===== src/rtl/afifo_pkg.sv =====
// Shared definitions for the asynchronous FIFO and its read-side consumers:
// default geometry, the read packer state type and width helpers.
package afifo_pkg;

    localparam int DEFAULT_DATA_SIZE = 3;
    localparam int DEFAULT_ADDR_SIZE = 4;

    // FILL: draining entries into the pack register.
    // HOLD: pack register holds a complete word waiting for the output register.
    typedef enum logic {
        FILL = 1'b0,
        HOLD = 1'b1
    } pack_state_t;

    // Width needed to count 0..pack_count valid slots.
    function automatic int count_width(input int pack_count);
        return $clog2(pack_count + 1);
    endfunction

endpackage


===== src/rtl/afifo_out_reg.sv =====
// One-entry valid/ready holding register. A load is only issued while the
// register is free (empty, or being accepted on the same edge).
module afifo_out_reg #(
    parameter int Width = 8
) (
    input  logic             clk,
    input  logic             rst,
    input  logic             load,
    input  logic [Width-1:0] load_data,
    input  logic             ready,
    output logic             valid,
    output logic [Width-1:0] data,
    output logic             free
);

    assign free = !valid || ready;

    // Hold the word until accepted; a same-edge reload keeps valid high.
    // NOTE: state is updated with <= so every register samples pre-edge values.
    always_ff @(posedge clk or posedge rst) begin
        if (rst) begin
            valid <= 1'b0;
            data  <= '0;
        end else if (load) begin
            valid <= 1'b1;
            data  <= load_data;
        end else if (ready) begin
            valid <= 1'b0;
        end
    end

endmodule


===== src/rtl/afifo_read_packer.sv =====
// Read-domain packer: pops narrow entries from the async FIFO and packs
// PackCount of them LSB-first into one wide word on a valid/ready output.
// A Flush request emits a partially filled word with unused slots zeroed.
module afifo_read_packer
    import afifo_pkg::*;
#(
    parameter  int DataSize   = DEFAULT_DATA_SIZE,
    parameter  int PackCount  = 4,
    localparam int OutWidth   = DataSize * PackCount,
    localparam int CountWidth = count_width(PackCount)
) (
    input  logic                  Rclk,
    input  logic                  Rreset,
    input  logic                  empty,
    output logic                  Pop,
    input  logic [DataSize-1:0]   DataOut,
    input  logic                  Flush,
    output logic [OutWidth-1:0]   OutData,
    output logic [CountWidth-1:0] OutCount,
    output logic                  OutValid,
    input  logic                  OutReady
);

    localparam logic [CountWidth-1:0] FULL_COUNT = CountWidth'(PackCount);
    localparam logic [CountWidth-1:0] LAST_SLOT  = CountWidth'(PackCount - 1);

    pack_state_t state_q, state_d;
    logic [OutWidth-1:0]   pack_q, pack_d;
    logic [CountWidth-1:0] fill_q, fill_d;
    logic                  inflight_q;
    logic                  flush_pend_q, flush_pend_d;
    logic [CountWidth:0]   occupancy;
    logic                  word_done;
    logic [OutWidth-1:0]   flush_word;

    logic                  out_load;
    logic                  out_free;
    logic [OutWidth-1:0]   load_data;
    logic [CountWidth-1:0] load_count;
    logic [CountWidth+OutWidth-1:0] out_word;

    // Slots already captured plus the one still in flight.
    assign occupancy = {1'b0, fill_q} + {{CountWidth{1'b0}}, inflight_q};

    assign Pop = !Rreset && !empty && (state_q == FILL) && !flush_pend_q
                 && (occupancy < (CountWidth + 1)'(PackCount));

    // The in-flight entry lands in the last free slot this edge.
    assign word_done = inflight_q && (fill_q == LAST_SLOT);

    // Partial word for a flush: slots at or above fill are forced to zero.
    always_comb begin
        flush_word = pack_q;
        for (int i = 0; i < PackCount; i++) begin
            if (i >= int'(fill_q)) begin
                flush_word[i*DataSize +: DataSize] = '0;
            end
        end
    end

    // Next-state, capture and output-load decisions.
    // NOTE: every output gets a default first so no path infers a latch.
    always_comb begin
        state_d      = state_q;
        pack_d       = pack_q;
        fill_d       = fill_q;
        flush_pend_d = flush_pend_q;
        out_load     = 1'b0;
        load_data    = pack_q;
        load_count   = FULL_COUNT;

        if (inflight_q) begin
            pack_d[int'(fill_q)*DataSize +: DataSize] = DataOut;
            fill_d = fill_q + 1'b1;
        end

        case (state_q)
            FILL: begin
                if (word_done) begin
                    // A completing capture wins over any pending flush.
                    flush_pend_d = 1'b0;
                    if (out_free) begin
                        out_load  = 1'b1;
                        load_data = pack_d;
                        fill_d    = '0;
                    end else begin
                        state_d = HOLD;
                    end
                end else if (flush_pend_q) begin
                    if (!inflight_q && out_free) begin
                        out_load     = 1'b1;
                        load_data    = flush_word;
                        load_count   = fill_q;
                        fill_d       = '0;
                        flush_pend_d = 1'b0;
                    end
                end else if (Flush && (occupancy != '0)) begin
                    flush_pend_d = 1'b1;
                end
            end
            HOLD: begin
                // Output register drains this edge; refill it from the packer.
                if (out_free) begin
                    out_load  = 1'b1;
                    load_data = pack_q;
                    fill_d    = '0;
                    state_d   = FILL;
                end
            end
            default: state_d = FILL;
        endcase
    end

    // Control state; an in-flight read is dropped by reset.
    always_ff @(posedge Rclk or posedge Rreset) begin
        if (Rreset) begin
            state_q      <= FILL;
            fill_q       <= '0;
            inflight_q   <= 1'b0;
            flush_pend_q <= 1'b0;
        end else begin
            state_q      <= state_d;
            fill_q       <= fill_d;
            inflight_q   <= Pop;
            flush_pend_q <= flush_pend_d;
        end
    end

    // Pack slots; contents above fill are never observed.
    // NOTE: the slot storage carries no reset since fill gates every use of it.
    always_ff @(posedge Rclk) begin
        pack_q <= pack_d;
    end

    afifo_out_reg #(
        .Width(CountWidth + OutWidth)
    ) u_out_reg (
        .clk      (Rclk),
        .rst      (Rreset),
        .load     (out_load),
        .load_data({load_count, load_data}),
        .ready    (OutReady),
        .valid    (OutValid),
        .data     (out_word),
        .free     (out_free)
    );

    assign OutData  = out_word[OutWidth-1:0];
    assign OutCount = out_word[OutWidth +: CountWidth];

endmodule

===== config.mk =====
export PLATFORM = sky130hd
export DESIGN_NAME = afifo_read_packer
export DESIGN_NICKNAME = d
export VERILOG_FILES = /design/src/rtl/afifo_pkg.sv /design/src/rtl/afifo_out_reg.sv /design/src/rtl/afifo_read_packer.sv
export SDC_FILE = /design/constraint.sdc
export NUM_CORES = 1
export LEC_CHECK = 0
export ABC_CLOCK_PERIOD_IN_PS = 2600
export CAP_MARGIN = 20
export CORE_UTILIZATION = 50
export DETAILED_ROUTE_END_ITERATION = 7
export DONT_BUFFER_PORTS = 1
export SLEW_MARGIN = 20
export SYNTH_ARGS = -nofsm -noshare
export SYNTH_HDL_FRONTEND = slang
export SYNTH_SLANG_ARGS = --single-unit

===== constraint.sdc =====
create_clock -name Rclk -period 2.6 [get_ports Rclk]
set_input_delay 0.52 -clock Rclk [delete_from_list [all_inputs] [get_ports Rclk]]
set_output_delay 0.52 -clock Rclk [all_outputs]
set_load 0.05 [all_outputs]

==> flow_summary.json, run 1 <==
{
  "cts_htree_levels": 2,
  "gr-max-usage-layer": "met2",
  "share_seq_of_total_power_pct": 53.4,
  "design_power_mw": 2.325,
  "cap_violations": 0,
  "switching_share_pct": 50.29,
  "grt_pass1_vias": 1207,
  "finalMaxSlewViolations": 0,
  "finalCriticalPeriod_ns": 2.410,
  "cts-buffers-inserted": 5,
  "fin_skew_ns": 0.01050,
  "commonest_non_fill_non_tap_cells_in_the_layout": "sky130_fd_sc_hd__nor2_1, sky130_fd_sc_hd__dfrtp_1, sky130_fd_sc_hd__nand3_1, sky130_fd_sc_hd__nand2_1, sky130_fd_sc_hd__dfxtp_1",
  "post_route_cells_drive_above_1_share_pct": 17.49,
  "hpwl_microns": 2597,
  "cts_tree": "done",
  "number_of_antenna_violations_at_the_first_check_in_global_routing": 0,
  "finalHoldWorstSlack_ns": 0.2634,
  "core_footprint_sq_um": 3390,
  "gr-total-overflow": 0,
  "final.fill_count": 308,
  "clkSlewWorstSetupHoldPaths_ns": 0.11,
  "unrepaired_setup_endpoints_after_global_routing": "false",
  "total_die_area_sq_um": 3811,
  "die-width_microns": 61.74,
  "ys_seq_area_share_pct": 44.32,
  "fin_area_sq_um": 1849,
  "detailedRoute.firstIterationViolations": 45,
  "synth_nets": 199,
  "die_h_microns": 61.74,
  "synth_warnings": 0,
  "setup.worst_path.class": "reg2out",
  "global_route.usage.met1_pct": 28.92,
  "diode_insertion_count_for_antenna_repair": 0,
  "power-per-cell-area_nw_per_um2": 1258,
  "grt_util_met3_pct": 4.969,
  "synth.cell_area_sq_um": 1784,
  "core.rowCount": 21,
  "insertion_delay_of_the_later_clocked_pin_in_the_worst_skew_pair_ns": 0.33,
  "drtAntennaViolNets": 0,
  "timing.rr.start": "fill_q[0]$_DFF_PP0_",
  "numClockSinks": 34,
  "crit_path_start_kind": "flop",
  "clock_power_share_pct": 13.4,
  "clockBufferDepth": 2,
  "postSynthCellCount": 183,
  "multi_input_area_sq_um": 894.6,
  "final-seq-area_sq_um": 792.0,
  "clockRootBuffer": "sky130_fd_sc_hd__clkbuf_4",
  "comb_power_share_pct": 33.2,
  "holdCritPathClass": "in2async",
  "maximum_number_of_pins_on_one_net_before_global_route_repair": 23,
  "async_flop_share_pct": 64.71,
  "routabilityCongestion": 0.9240,
  "vias": 1321,
  "finalHoldViolCount": 0,
  "final_critical_path_setup_slack_ns": 0.1899,
  "drc_errors": 0,
  "cts.hold.buffers_added": 0,
  "drt_wl_total_microns": 3609,
  "cts_post_setup_buffers_inserted": 0,
  "dominantRegCellSynth": "sky130_fd_sc_hd__dfrtp_1",
  "wl_per_cell_microns": 15.76,
  "p_int_mw": 1.156,
  "slew_headroom_pct": 39.54,
  "max-vdd-ir-drop_mv": 0.6486,
  "timing.final.setup_violations": 0,
  "pre_cts_ws_ns": 0.2823,
  "floorplan.initialDensity_pct": 52.64,
  "worstPathMaxFanout": 16,
  "buffer_ports.inserted": 0,
  "post-route-period-util_pct": 92.70,
  "netlist.top_cell.by_area": "sky130_fd_sc_hd__dfrtp_1",
  "synth_edf_count": 0,
  "critPathArrivalTime_ns": 1.89,
  "post_synth_num_cell_types": 45,
  "syn_area_per_cell_sq_um": 9.750,
  "synth-seq-cells": 34,
  "synth_area_leaders": "sky130_fd_sc_hd__dfrtp_1, sky130_fd_sc_hd__dfxtp_1, sky130_fd_sc_hd__ha_1, sky130_fd_sc_hd__nor2_1, sky130_fd_sc_hd__nand3_1",
  "worstSetupStartpoint": "fill_q[0]$_DFF_PP0_",
  "layout.nets": 198,
  "outcome": "finished, final reports clean",
  "drtPass1Iterations": 4,
  "yosysTopAreaCellShare_pct": 30.86,
  "grt.total_usage_pct": 21.57,
  "fin_tns_setup_ns": 0,
  "p_leak_nw": 0.7988,
  "slew_at_the_pin_closest_to_its_max_slew_limit_ns": 0.9059,
  "num_io_pins": 25,
  "fmaxAchievable_ghz": 0.4149,
  "use_met2_pct": 33.33,
  "p_sw_mw": 1.169,
  "placed_inst_area_sq_um": 1779,
  "cp.required_ns": 2.08,
  "area_delta_synth_final_pct": 3.646,
  "drt-vias-per-instance": 5.769,
  "grt_first_pass_wirelength_microns": 5830,
  "end_kind": "primary output"
}
## worst max-delay path, cell delays in order, from the launching register on
cell,delay (ns)
sky130_fd_sc_hd__dfrtp_2,0.51
sky130_fd_sc_hd__ha_1,0.25
sky130_fd_sc_hd__ha_1,0.19
sky130_fd_sc_hd__and2_1,0.15
sky130_fd_sc_hd__a21oi_1,0.17
sky130_fd_sc_hd__nor2_1,0.09
sky130_fd_sc_hd__buf_4,0.19
## power by group through the flow
stage / Combinational (mW) / Clock (mW) / Sequential [mW]
detailed placement: 0.766 / 0 / 1.26
floorplan: 0.663 / 0 / 1.23
global route: 0.871 / 0.346 / 1.28
CTS: 0.769 / 0.321 / 1.25
global placement: 0.751 / 0 / 1.25
finish: 0.772 / 0.311 / 1.24
## final timing paths
check	end	slack (ns)	cells after the start
max in group asynchronous	fill_q[0]$_DFF_PP0_	1.72	1
min in group Rclk	pack_q[8]$_DFF_P_	0.34	2
worst min register to register	u_out_reg.data[4]$_DFFE_PP0P_	0.49	2
worst max-delay path	Pop	0.19	6
worst min-delay path	u_out_reg.data[7]$_DFFE_PP0P_	0.26	1
worst max register to register	u_out_reg.data[0]$_DFFE_PP0P_	0.52	7
## kinds of logic after synthesis
group | after synthesis | synth area share (%)
compound gates | 40 | 16.41
simple gates | 77 | 23.00
buf+inv | 16 | 5.820
xor+xnor | 1 | 0.4910
flops | 34 | 44.32
fa+ha+maj | 8 | 5.610
mux | 7 | 4.348
## through the flow
stage | cells | utilization, %
finish | 229 | 54.56
global placement | 221 | 52.49
detailed placement | 221 | 52.49
floorplan | 183 | -
global route | 229 | 54.56
CTS | 229 | 54.37
## sequential cells by signal (all words and copies together) (netlist names)
name and count:
inflight_q 1, u_out_reg.data 15, u_out_reg.valid 1, flush_pend_q 1, fill_q 3, state_q 1, pack_q 12
## Yosys cell counts (all sizes together), types with 2 or more instances
cell,n
clkbuf,2
a21o,3
or2,4
a31oi,12
and2,3
and3b,3
and3,9
buf,9
o21ai,6
dfxtp,12
a32o,2
inv,5
dfrtp,22
a21oi,7
and4b,2
ha,8
a21boi,3
nand2,13
nor2,21
mux2,6
nand3,15
## per-layer routing
metal | up-vias | wire length (microns)
met5 | - | 0
met4 | 0 | 66
met3 | 5 | 153
met2 | 34 | 1702
met1 | 629 | 1686
li1 | 653 | -
## cell type report
cell class / instances / area share [%]
clock buffer: 6 / 2.774
multi-input combinational: 133 / 48.38
tap: 46 / 3.112
timing repair buffer: 3 / 1.218
clock inverter: 2 / 0.6766
inverter: 5 / 1.015
sequential: 34 / 42.83
## repair_timing
item | CTS | global route
resized for setup | 0 | 2
hold endpoints to repair | 0 | 0
endpoints found under the setup margin | 0 | 6
No activity file was read; power rests on OpenSTA's default activity.
==> run 2: changes to the inputs <==
--- a/config.mk
+++ b/config.mk
@@ -5,7 +5,7 @@
 export SDC_FILE = /design/constraint.sdc
 export NUM_CORES = 1
 export LEC_CHECK = 0
-export ABC_CLOCK_PERIOD_IN_PS = 2600
+export ABC_CLOCK_PERIOD_IN_PS = 2940
 export CAP_MARGIN = 20
 export CORE_UTILIZATION = 50
 export DETAILED_ROUTE_END_ITERATION = 7
==> constraint.sdc (replaced) <==
create_clock -name Rclk -period 2.94 [get_ports Rclk]
set_input_delay 0.588 -clock Rclk [delete_from_list [all_inputs] [get_ports Rclk]]
set_output_delay 0.588 -clock Rclk [all_outputs]
set_load 0.05 [all_outputs]
==> flow_summary.json, run 2 (synthesis results as in run 1) <==
{
  "drtAntennaViolNets": 0,
  "wl_per_cell_microns": 15.54,
  "reg2reg_depth": 7,
  "post_route_cells_drive_above_1_share_pct": 15.38,
  "holdCritPathClass": "in2async",
  "layout_top_registers": "u_out_reg.data x15, pack_q x12, fill_q x3",
  "total_die_area_sq_um": 3811,
  "place_inst": 220,
  "fmaxAchievable_ghz": 0.3886,
  "cts_post_setup_buffers_inserted": 0,
  "area_delta_synth_final_pct": 2.665,
  "buffer_ports.inserted": 0,
  "grt_pass1_vias": 1312,
  "maximum_number_of_pins_on_one_net_before_global_route_repair": 23,
  "layout.nets": 197,
  "core_footprint_sq_um": 3390,
  "vias": 1349,
  "crit_family": "flip-flops",
  "multi_input_area_sq_um": 889.6,
  "cts_htree_levels": 2,
  "fin_tns_setup_ns": 0,
  "num_io_pins": 25,
  "timing.critical_path.cells": "ha_1 > ha_1 > and2_1 > a21oi_1 > nor2_1 > buf_4",
  "insertion_delay_of_the_later_clocked_pin_in_the_worst_skew_pair_ns": 0.33,
  "cts-resized-gates": 0,
  "clockBufferDepth": 2,
  "drtPass1Iterations": 4,
  "cp.required_ns": 2.35,
  "end_kind": "primary output",
  "number_of_antenna_violations_at_the_first_check_in_global_routing": 0,
  "routabilityCongestion": 0.8904,
  "power-per-cell-area_nw_per_um2": 1115,
  "final_cells": 228,
  "drt_wl_total_microns": 3543,
  "worstPathMaxFanout": 16,
  "finalMaxSlewViolations": 0,
  "outcome": "finished, final reports clean",
  "worst_r2r_endpoint": "u_out_reg.data[1]$_DFFE_PP0P_",
  "commonest_non_fill_non_tap_cells_in_the_layout": "sky130_fd_sc_hd__dfrtp_1, sky130_fd_sc_hd__nor2_1, sky130_fd_sc_hd__nand3_1, sky130_fd_sc_hd__nand2_1, sky130_fd_sc_hd__dfxtp_1",
  "drc_errors": 0,
  "critical_path.slowest_cell": "sky130_fd_sc_hd__dfrtp_1",
  "numClockSinks": 34,
  "hpwl_microns": 2594,
  "max-vdd-ir-drop_mv": 0.5973,
  "clkSlewWorstSetupHoldPaths_ns": 0.10,
  "postLayoutCoreUtil_pct": 54.04,
  "clockRootBuffer": "sky130_fd_sc_hd__clkbuf_4",
  "timing.rr.start": "fill_q[0]$_DFF_PP0_",
  "cts.hold.buffers_added": 0,
  "layout_commonest_cell": "sky130_fd_sc_hd__dfrtp_1",
  "unrepaired_setup_endpoints_after_global_routing": "false",
  "final-seq-area_sq_um": 790.8,
  "final.fill_count": 316,
  "grt.total_usage_pct": 21.29,
  "drt-vias-per-instance": 5.917,
  "finalCriticalPeriod_ns": 2.574,
  "floorplan.initialDensity_pct": 52.64,
  "core.rowCount": 21,
  "setup.worst_path.class": "reg2out",
  "cap_violations": 0,
  "largest_reg_flops": 15,
  "detailedRoute.firstIterationViolations": 101,
  "cp_num_buf_inv": 1,
  "post-route-period-util_pct": 87.54,
  "timing.final.setup_violations": 0,
  "worst-path-stages": 6,
  "worst_path_most_repeated_cell": "sky130_fd_sc_hd__ha_1",
  "timing.critical_path.slowest_cell_delay_ns": 0.55,
  "gr-total-overflow": 0,
  "crit_path_start_kind": "flop",
  "critPathArrivalTime_ns": 1.99,
  "fin_skew_ns": 0.005128,
  "cts-buffers-inserted": 5,
  "grt_first_pass_wirelength_microns": 5892,
  "die_h_microns": 61.74,
  "slew_at_the_pin_closest_to_its_max_slew_limit_ns": 0.8289,
  "die-width_microns": 61.74,
  "max_flop_register": "u_out_reg.data",
  "p_leak_nw": 0.7933,
  "flop_to_flop_setup_slack_ns": 0.48,
  "finalHoldViolCount": 0,
  "diode_insertion_count_for_antenna_repair": 0,
  "slew_headroom_pct": 44.68,
  "cts_tree": "done"
}
## run 2: worst max path at each step
stage,start,to,slack (ns)
after floorplan,empty,Pop,0.62
after global placement,fill_q[0]$_DFF_PP0_,pack_q[0]$_DFF_P_,0.68
after detailed placement,fill_q[0]$_DFF_PP0_,u_out_reg.data[1]$_DFFE_PP0P_,0.55
after CTS,fill_q[0]$_DFF_PP0_,Pop,0.38
after global routing,fill_q[0]$_DFF_PP0_,u_out_reg.data[1]$_DFFE_PP0P_,0.21
final,fill_q[0]$_DFF_PP0_,Pop,0.37
## run 2: worst register-to-register path: stages, from the launching register on
cell                       delay, ns
sky130_fd_sc_hd__dfrtp_1        0.63
sky130_fd_sc_hd__inv_1          0.15
sky130_fd_sc_hd__ha_1           0.23
sky130_fd_sc_hd__ha_1           0.33
sky130_fd_sc_hd__nor3b_1        0.49
sky130_fd_sc_hd__a21boi_0       0.19
sky130_fd_sc_hd__o21ai_0        0.22
sky130_fd_sc_hd__a31oi_1        0.11
## run 2: layout make-up
cell class / count / share of cell area, %
clock buffers: 7 / 3.005
clock inverters: 1 / 0.2732
inverters: 5 / 1.025
multi-input cells: 133 / 48.57
flip-flops and latches: 34 / 43.17
well taps: 46 / 3.142
repair buffers: 2 / 0.8197
## run 2: layer usage
layer	global-route usage (%)	part of all wire [%]
met3	4.348	5.3
met5	0	0
met1	28.40	47
met2	34.10	47
met4	8.254	1.0
## run 2: through the flow
| stage | power, mW | hold WS, ns | setup slack (ns) | area (sq um) |
|---|---|---|---|---|
| 4_1_cts | 2.057 | 0.3426 | 0.3788 | 1832 |
| 5_1_grt | 2.188 | 0.3876 | 0.2121 | 1832 |
| 3_5_place_dp | 1.795 | 0.4778 | 0.5469 | 1772 |
| 2_1_floorplan | 1.670 | 0.4545 | 0.6206 | 1784 |
| 3_3_place_gp | 1.767 | 0.4658 | 0.6787 | 1772 |
| 6_report | 2.042 | 0.2959 | 0.3664 | 1832 |
## run 2: power breakdown
group | switching (mW) | total, mW | internal, mW | leakage [nW]
Sequential | 0.481 | 1.10 | 0.617 | 0.367
Clock | 0.149 | 0.264 | 0.116 | 0.0353
Combinational | 0.392 | 0.679 | 0.288 | 0.391
